--- src/rtl/mips_defs.sv ---
// Shared M-stage definitions: memory opcodes, LSU state encoding and access-size decode.
package mips_defs;

    localparam logic [5:0] OP_LB  = 6'b100000;
    localparam logic [5:0] OP_LH  = 6'b100001;
    localparam logic [5:0] OP_LW  = 6'b100011;
    localparam logic [5:0] OP_LBU = 6'b100100;
    localparam logic [5:0] OP_LHU = 6'b100101;
    localparam logic [5:0] OP_SB  = 6'b101000;
    localparam logic [5:0] OP_SH  = 6'b101001;
    localparam logic [5:0] OP_SW  = 6'b101011;

    typedef enum logic [1:0] {IDLE, REQ, WAIT, DONE} lsu_state_e;
    typedef enum logic [1:0] {BYTE, HALF, WORD} mem_size_e;

    typedef struct packed {
        logic      is_load;
        logic      is_store;
        mem_size_e size;
        logic      sext;
    } mem_op_t;

    function automatic mem_op_t decode_op(input logic [5:0] op);
        mem_op_t d;
        d = '0;
        case (op)
            OP_LB:   begin d.is_load  = 1'b1; d.size = BYTE; d.sext = 1'b1; end
            OP_LH:   begin d.is_load  = 1'b1; d.size = HALF; d.sext = 1'b1; end
            OP_LW:   begin d.is_load  = 1'b1; d.size = WORD; end
            OP_LBU:  begin d.is_load  = 1'b1; d.size = BYTE; end
            OP_LHU:  begin d.is_load  = 1'b1; d.size = HALF; end
            OP_SB:   begin d.is_store = 1'b1; d.size = BYTE; end
            OP_SH:   begin d.is_store = 1'b1; d.size = HALF; end
            OP_SW:   begin d.is_store = 1'b1; d.size = WORD; end
            default: d = '0;
        endcase
        return d;
    endfunction

endpackage

--- src/rtl/mem_data_align.sv ---
// Lane steering for the data port: store byte enables/replicated data, and load lane
// select with sign or zero extension.
module mem_data_align
    import mips_defs::*;
(
    input  logic [1:0]  st_size_i,
    input  logic [1:0]  st_lane_i,
    input  logic [31:0] wdata_i,
    output logic [3:0]  be_o,
    output logic [31:0] wdata_o,
    input  logic [1:0]  ld_size_i,
    input  logic        ld_sext_i,
    input  logic [1:0]  ld_lane_i,
    input  logic [31:0] rdata_i,
    output logic [31:0] load_o
);

    logic [7:0]  ld_byte;
    logic [15:0] ld_half;

    always_comb begin
        be_o    = 4'b1111;
        wdata_o = wdata_i;
        case (mem_size_e'(st_size_i))
            BYTE: begin
                be_o    = 4'b0001 << st_lane_i;
                wdata_o = {4{wdata_i[7:0]}};
            end
            HALF: begin
                be_o    = st_lane_i[1] ? 4'b1100 : 4'b0011;
                wdata_o = {2{wdata_i[15:0]}};
            end
            default: begin
                be_o    = 4'b1111;
                wdata_o = wdata_i;
            end
        endcase
    end

    always_comb begin
        case (ld_lane_i)
            2'd0:    ld_byte = rdata_i[7:0];
            2'd1:    ld_byte = rdata_i[15:8];
            2'd2:    ld_byte = rdata_i[23:16];
            default: ld_byte = rdata_i[31:24];
        endcase
        ld_half = ld_lane_i[1] ? rdata_i[31:16] : rdata_i[15:0];
        case (mem_size_e'(ld_size_i))
            BYTE:    load_o = {{24{ld_sext_i & ld_byte[7]}}, ld_byte};
            HALF:    load_o = {{16{ld_sext_i & ld_half[15]}}, ld_half};
            default: load_o = rdata_i;
        endcase
    end

endmodule

--- src/rtl/mem_stage_lsu.sv ---
// M-stage load/store controller: issues one data-memory access per memory instruction,
// stalls the pipeline until it completes, and reports misalignment and bus timeouts.
module mem_stage_lsu
    import mips_defs::*;
#(
    parameter int ADDR_W      = 32,
    parameter int TIMEOUT_CYC = 0,
    parameter int CNT_W       = 8
) (
    input  logic              clk,
    input  logic              reset,
    input  logic [31:0]       instr,
    input  logic              valid_in,
    input  logic [ADDR_W-1:0] addr,
    input  logic [31:0]       wdata_in,
    output logic              stall_m,
    output logic              mem_req,
    output logic              mem_we,
    output logic [ADDR_W-1:0] mem_addr,
    output logic [3:0]        mem_be,
    output logic [31:0]       mem_wdata,
    input  logic              mem_gnt,
    input  logic              mem_rvalid,
    input  logic [31:0]       mem_rdata,
    output logic [31:0]       load_data,
    output logic              exc_adel,
    output logic              exc_ades,
    output logic              exc_bus,
    output logic [ADDR_W-1:0] exc_addr
);

    localparam logic [CNT_W-1:0] TO_LAST = CNT_W'((TIMEOUT_CYC == 0) ? 0 : TIMEOUT_CYC - 1);

    lsu_state_e        state_q, state_d;
    logic [CNT_W-1:0]  cnt_q, cnt_d;
    logic [31:0]       load_q, load_d;
    logic              bus_q, bus_d;
    logic              we_q;
    logic [ADDR_W-1:0] addr_q;
    logic [3:0]        be_q;
    logic [31:0]       wdata_q;
    logic [1:0]        size_q;
    logic              sext_q;
    logic [1:0]        lane_q;
    logic [ADDR_W-1:0] exc_addr_q;

    mem_op_t     dec;
    logic        mem_op, misal, go, timeout;
    logic [3:0]  st_be;
    logic [31:0] st_wdata, ld_ext;
    logic        unused_instr;

    assign unused_instr = ^instr[25:0];
    assign dec     = decode_op(instr[31:26]);
    assign mem_op  = dec.is_load | dec.is_store;
    assign misal   = ((dec.size == WORD) && (addr[1:0] != 2'b00)) ||
                     ((dec.size == HALF) && addr[0]);
    assign go      = (state_q == IDLE) && valid_in && mem_op && !misal;
    assign timeout = (TIMEOUT_CYC != 0) && (cnt_q == TO_LAST);

    assign exc_adel = (state_q == IDLE) && valid_in && dec.is_load  && misal;
    assign exc_ades = (state_q == IDLE) && valid_in && dec.is_store && misal;

    mem_data_align u_align (
        .st_size_i (dec.size),
        .st_lane_i (addr[1:0]),
        .wdata_i   (wdata_in),
        .be_o      (st_be),
        .wdata_o   (st_wdata),
        .ld_size_i (size_q),
        .ld_sext_i (sext_q),
        .ld_lane_i (lane_q),
        .rdata_i   (mem_rdata),
        .load_o    (ld_ext)
    );

    // Normal completion takes priority over a timeout landing in the same cycle.
    always_comb begin
        state_d = state_q;
        cnt_d   = '0;
        load_d  = load_q;
        bus_d   = 1'b0;
        stall_m = 1'b0;
        mem_req = 1'b0;
        case (state_q)
            IDLE: begin
                if (go) begin
                    stall_m = 1'b1;
                    state_d = REQ;
                end
            end
            REQ: begin
                stall_m = 1'b1;
                mem_req = 1'b1;
                cnt_d   = cnt_q + 1'b1;
                if (mem_gnt && we_q) begin
                    state_d = DONE;
                end else if (mem_gnt && mem_rvalid) begin
                    load_d  = ld_ext;
                    state_d = DONE;
                end else if (timeout) begin
                    load_d  = '0;
                    bus_d   = 1'b1;
                    state_d = DONE;
                end else if (mem_gnt) begin
                    state_d = WAIT;
                end
            end
            WAIT: begin
                stall_m = 1'b1;
                cnt_d   = cnt_q + 1'b1;
                if (mem_rvalid) begin
                    load_d  = ld_ext;
                    state_d = DONE;
                end else if (timeout) begin
                    load_d  = '0;
                    bus_d   = 1'b1;
                    state_d = DONE;
                end
            end
            default: state_d = IDLE;
        endcase
    end

    always_ff @(posedge clk) begin
        if (reset) begin
            state_q    <= IDLE;
            cnt_q      <= '0;
            load_q     <= '0;
            bus_q      <= 1'b0;
            we_q       <= 1'b0;
            addr_q     <= '0;
            be_q       <= '0;
            wdata_q    <= '0;
            size_q     <= '0;
            sext_q     <= 1'b0;
            lane_q     <= '0;
            exc_addr_q <= '0;
        end else begin
            state_q <= state_d;
            cnt_q   <= cnt_d;
            load_q  <= load_d;
            bus_q   <= bus_d;
            if (go) begin
                we_q    <= dec.is_store;
                addr_q  <= {addr[ADDR_W-1:2], 2'b00};
                be_q    <= st_be;
                wdata_q <= st_wdata;
                size_q  <= dec.size;
                sext_q  <= dec.sext;
                lane_q  <= addr[1:0];
            end
            if (exc_adel || exc_ades) exc_addr_q <= addr;
        end
    end

    assign mem_we    = we_q;
    assign mem_addr  = addr_q;
    assign mem_be    = be_q;
    assign mem_wdata = wdata_q;
    assign load_data = load_q;
    assign exc_bus   = bus_q;
    assign exc_addr  = exc_addr_q;

endmodule

--- config.mk ---
export PLATFORM = sky130hd
export DESIGN_NAME = mem_stage_lsu
export DESIGN_NICKNAME = d
export VERILOG_FILES = /design/src/rtl/mips_defs.sv /design/src/rtl/mem_data_align.sv /design/src/rtl/mem_stage_lsu.sv
export SDC_FILE = /design/constraint.sdc
export NUM_CORES = 1
export LEC_CHECK = 0
export BUFFER_PORTS_ARGS = -buffer_cell sky130_fd_sc_hd__buf_2
export CAP_MARGIN = 20
export CORE_MARGIN = 2
export CORE_UTILIZATION = 47
export CTS_CLUSTER_SIZE = 20
export DETAILED_ROUTE_END_ITERATION = 10
export PLACE_DENSITY_LB_ADDON = 0.25
export SLEW_MARGIN = 20
export SYNTH_ARGS = -nofsm -noshare
export SYNTH_HDL_FRONTEND = slang
export SYNTH_SLANG_ARGS = --single-unit
--- constraint.sdc ---
create_clock -name clk -period 2.5 [get_ports clk]
set_clock_uncertainty 0.15 [all_clocks]
set_input_delay 0.5 -clock clk [delete_from_list [all_inputs] [get_ports clk]]
set_output_delay 0.5 -clock clk [all_outputs]
set_load 0.05 [all_outputs]
Word level (Yosys, flattened, before mapping):

Index checks and enable logic that the tools add are counted.
Widths: inputs -> output; s select.

* bits in writable memories: 0
* output and inout bits: 138
* ROM bits: 0
* memories: 0
* register bits after elaboration: 138
* bits in latches: 0

* mux-type cells: 23
* reduce and logical (&&, ||, !) cells: 28
* shift-type cells: 1
* multipliers: 0
* bitwise gates (word level): 3
* $add $sub $neg: 0
* order comparisons: 0
* div/mod/pow operators: 0
* equal/unequal tests: 20

Operators by type and width (count)
* $pmux 32 s2: 3
* $mux 32: 3
* $eq 6x6->1 const B: 8
* $pmux 8 s3: 1
* $mux 16: 1
* $logic_and 1x1->1: 11
* $mux 2: 5
* $eq 2x1->1 const B: 4
* $logic_not 2->1: 4
* $ne 2x2->1 const B: 4
* $pmux 4 s2: 1
* $eq 2x2->1 const B: 3
* $pmux 2 s3: 1
* $reduce_or 2->1: 3
* $reduce_or 3->1: 2
* $mux 1: 5
* $reduce_or 5->1: 1
* $mux 4: 1
* $ne 4x4->1 const B: 1
* $pmux 2 s2: 1
* $reduce_and 4->1: 1
* $reduce_bool 2->1: 2
* $shl 1x2->4 const A: 1
* $reduce_and 3->1: 1
* other kinds (5): 7

Longest topological paths before layout:

* depth in word-level cells: 10
* depth in mapped cells: 9

Modules after synthesis:

From an unflattened synthesis, not the netlist that was laid out.

* cell total of the unflattened synthesis: 846
* area, all modules: 6660.1 µm²

Modules (own cells, without submodules)
* mem_stage_lsu: times used 1, cells each 663, area an instance 5386.4 µm², sequential area each 2762.6 µm²
* mem_data_align: times used 1, cells each 183, area an instance 1273.7 µm², sequential area each 0.0 µm²

Worst setup path after synthesis:

No wires, ideal clock.

* kind: input to output
* start point: input port instr[31]
* end point: output port stall_m
* arrival time: 2.248 ns
* slack: -0.398 ns
* data required time: 1.850 ns
* stages on the path: 8
* path through: nor3b_2 > and3_1 > buf_4 > a221oi_2 > buf_4 > buf_2 > nor2_1 > nor2_1

* longest elaborated chain between the ends: 10

RTL lines
* start: declaration: line mem_stage_lsu.sv:12 `input logic [31:0] instr,`
* $eq 6x6->1: line mips_defs.sv:26 `case (op)`
* $reduce_or 3->1 (no line) or $reduce_or 2->1 (tied branches)
* $pmux 2 s2: line mips_defs.sv:26
* $eq 2x2->1 or $eq 2x1->1 (tied branches): line mem_stage_lsu.sv:56, mem_stage_lsu.sv:57
* $logic_and 1x1->1 (on tied branches): line mem_stage_lsu.sv:56, mem_stage_lsu.sv:57
* $logic_or 1x1->1: line mem_stage_lsu.sv:56 `assign misal = ((dec.size == WORD) && (addr[1:0] != 2'b00)) ||`
* $logic_not 1->1: line mem_stage_lsu.sv:58 `assign go = (state_q == IDLE) && valid_in && mem_op && !misal;`
* $logic_and 1x1->1 *: line mem_stage_lsu.sv:58
* $mux 1 *: line mem_stage_lsu.sv:87 `if (go) begin`
* $pmux 1 s2 *: line mem_stage_lsu.sv:85 `case (state_q)`
* end: declaration: line mem_stage_lsu.sv:16 `output logic stall_m,`

Mark *: on every way between the ends. The rest lies on a longest branch, timed or not.

Worst setup path in the final report:

* start point: register state_q[1]
* end point: output port stall_m

* longest elaborated chain between the ends: 6

RTL lines
* start: declaration: line mem_stage_lsu.sv:34 `lsu_state_e state_q, state_d;`
* start signal: assignment: line mem_stage_lsu.sv:140 `state_q <= state_d;`
* $logic_not 2->1: line mem_stage_lsu.sv:58, mem_stage_lsu.sv:85
* $logic_and 1x1->1 (3 in a row): line mem_stage_lsu.sv:58
* $mux 1: line mem_stage_lsu.sv:87
* $pmux 1 s2 *: line mem_stage_lsu.sv:85

Marked as above.

==> out/results.ini <==
[final_layout]
area_delta_synth_final_pct=34.92
fin_cells=1112
num_antenna_cells=0
nets=1068
drive_above_1_share_pct=34.32
fill_cells=1126

[floorplanning]
core_sq_um=12110
pin_count=271
die_w_um=116.0
die_y_um=116.0
dieArea_sq_um=13460
start_util_pct=48.70
num_rows=40

[power]
leakage_uw=0.003550
ir_worst_vdd_mv=0.5225
power_frac_comb_pct=33.7
pwr-share-clk_pct=31.5
switching_share_pct=38.16
p_sw_uw=2903
power.internal_uw=4705
p_seq_share_pct=34.7
power_density_nw_per_um2=956.1

[cts]
cts_buffer_depth=2
cts_sinks=138
cts-buffers-inserted=17
insertion_delay_ns=0.41
ctsHoldBuffers=0
cts_tree=built
cts_root_buffer=clkbuf_16
path_clk_slew_ns=0.06
htreeDepth=4

[synthesis]
netlist_area_sq_um=5898
synth_area_per_cell_sq_um=8.426
dominantRegCellSynth=dfxtp_1
synth_cell_type_count=46
synth_edf_count=0
yosysWarnings=0
ys_ff_latch=138
synthCells=700
synthArstFlopShare_pct=0
ys_seq_area_share_pct=46.84

[critical_path]
required_ns=1.85
reg2reg_depth=10
arrival_ns=1.85
worstReg2RegStart=state_q[1]
timing.rr.end=mem_wdata[17]
r2r_slack_ns=0.16
path_class=register to primary output
cp-end-kind=primary output
start_kind=register
critPathMaxFanout=4

[detailed_routing]
viasPerCell=5.227
wl_mm=16.42
drt_iter0_drc=420
num_vias=5812
final_antenna_net_count=0
drtPass1Iterations=6
wire_per_inst_um=14.77
drc=0

[min_path]
whs_path_depth=3
worstHoldStart=addr[21]
holdPathEnd=mem_addr[21]
hold_path.class=primary input to register

[place]
hpwlAfterDp_mm=11.53
dp_cells=1076
io_buffers=241
gp_congestion=0.8237

[sta]
hold_viol=0
slew_violations=0
hold_slack_ns=0.1857
finalCritPeriodShare_pct=99.80
rsz0062_at_grt=true
setup_viol=0
worst-slew-pin-transition_ns=0.6661
final.min_clock_period_ns=2.495
max_freq_mhz=400.8
relSlewSlack_pct=55.59

[run_status]
outcome=finished, final reports clean

[global_routing]
grt_max_degree=63
grt_pass1_vias=5339
grt_pass1_wl_mm=25.76
track_usage_pct=24.27
grt-ovfl-total=0
grt_antenna_before_repair=0

[flow_run]
max_cap_viol_count=0

-- state kept, by name (all words and copies together), names as in the netlist --
name,flops
exc_addr,32
lane_q,2
load_data,32
mem_addr,30
mem_be,4
mem_wdata,32
mem_we,1
sext_q,1
size_q,2
state_q,2
-- cell families after synthesis --
group,synth area share (%)
simple gates,19.37
compound gates,18.35
flops,46.84
buf+inv,6.067
mux,8.464
fa+ha+maj,0.8486
other cells,0.06358
-- cell usage in the layout, fill, tap and decap left out, drive strengths merged, types with 4 or more instances in the layout --
| cell | instances |
|---|---|
| buf | 271 |
| dfxtp | 138 |
| nand2 | 135 |
| nor2 | 98 |
| a21oi | 56 |
| mux2i | 42 |
| a211oi | 41 |
| clkbuf | 22 |
| nor3 | 16 |
| inv | 12 |
| o21ai | 12 |
| a311oi | 11 |
| a222oi | 8 |
| nand2b | 7 |
| mux2 | 7 |
| a22oi | 7 |
| o211a | 6 |
| clkinv | 5 |
| nor2b | 4 |
| clkinvlp | 4 |
| ha | 4 |
-- synth_stat cells, types with 2 or more instances --
| master | n | area [sq um] |
|---|---|---|
| and2_1 | 2 | 12.51 |
| nand2_1 | 135 | 506.7 |
| nor2b_1 | 4 | 25.02 |
| nand2b_1 | 7 | 43.79 |
| buf_6 | 3 | 33.78 |
| a22oi_1 | 7 | 52.55 |
| o21a_1 | 3 | 22.52 |
| inv_1 | 12 | 45.04 |
| a222oi_1 | 8 | 80.08 |
| mux2i_1 | 42 | 420.4 |
| and3_1 | 3 | 18.77 |
| clkbuf_1 | 29 | 108.9 |
| buf_4 | 10 | 75.07 |
| mux2_2 | 7 | 78.83 |
| a21oi_1 | 56 | 280.3 |
| nand4_1 | 3 | 18.77 |
| o221ai_1 | 2 | 17.52 |
| a311oi_1 | 11 | 96.34 |
| o21ai_1 | 2 | 10.01 |
| o211a_1 | 6 | 60.06 |
| dfxtp_1 | 138 | 2763 |
| a211oi_1 | 41 | 307.8 |
| a21o_1 | 2 | 15.01 |
| nor2_1 | 98 | 367.9 |
| nor3_1 | 16 | 80.08 |
| nand3_1 | 3 | 15.01 |
| buf_2 | 19 | 95.09 |
| o21ai_0 | 10 | 50.05 |
| ha_1 | 4 | 50.05 |
-- how the worst max path moves through the flow --
stage                     from       endpoint  slack, ns  cells after the start
CTS                 state_q[1]        stall_m      -0.03                      8
detailed placement   instr[30]  mem_wdata[17]      -0.03                      8
global route        state_q[0]        stall_m      -0.11                      8
finish              state_q[1]        stall_m      0.005                      8
global placement     instr[28]   exc_addr[30]       0.04                      7
floorplan            instr[31]        stall_m      -0.05                      8
-- critical path: stages, from the launching register on --
cell and delay [ns]:
dfxtp_2 0.34, inv_2 0.07, ha_4 0.14, and2_4 0.14, nand4_1 0.17, a221oi_4 0.26, nor2_2 0.07, nor2_4 0.10
buf_8 0.15
-- layout make-up --
class,instances,area [sq um],area share [%]
inverters,12,45.04,0.5660
repair buffers,271,1511,18.99
multi-input cells,491,2849,35.80
clock buffers,22,484.2,6.085
well taps,168,210.2,2.642
clock inverters,10,92.59,1.164
flip-flops and latches,138,2765,34.75
-- power groups by stage --
stage | clock network, uW | logic [uW] | registers [uW]
after global routing | 2550 | 2770 | 2670
final | 2400 | 2570 | 2640
after CTS | 2440 | 2570 | 2650
after detailed placement | 0 | 2490 | 2690
after global placement | 0 | 2480 | 2680
after floorplan | 0 | 885 | 3650
-- repair_timing --
action / in CTS / in global routing
resized for setup: 13 / 0
pin swaps: 0 / 1
setup buffers: 3 / 1
endpoints found under the hold margin: 0 / 0
endpoints found under the setup margin: 3 / 3
-- layer usage --
| layer | vias up | GRT usage [%] | wire length [um] |
|---|---|---|---|
| li1 | 2888 | - | - |
| met1 | 2685 | 31.09 | 7191 |
| met2 | 215 | 38.32 | 7553 |
| met3 | 24 | 7.531 | 1365 |
| met4 | 0 | 9.683 | 310 |
| met5 | - | 0 | 0 |
-- metrics by stage --
step / area, sq um / utilization (%) / power [uW] / TNS [ns] / setup WS (ns)
2_1_floorplan: 5923 / - / 4536 / -0.04526 / -0.04526
3_3_place_gp: 7316 / 60.40 / 5167 / 0 / 0.04375
3_5_place_dp: 7316 / 60.40 / 5186 / -0.03663 / -0.02634
4_1_cts: 7950 / 65.64 / 7656 / -0.03302 / -0.03302
5_1_grt: 7958 / 65.70 / 7989 / -0.1535 / -0.1104
6_report: 7958 / 65.70 / 7608 / 0 / 0.004896
(Power assumes the default switching activity.)
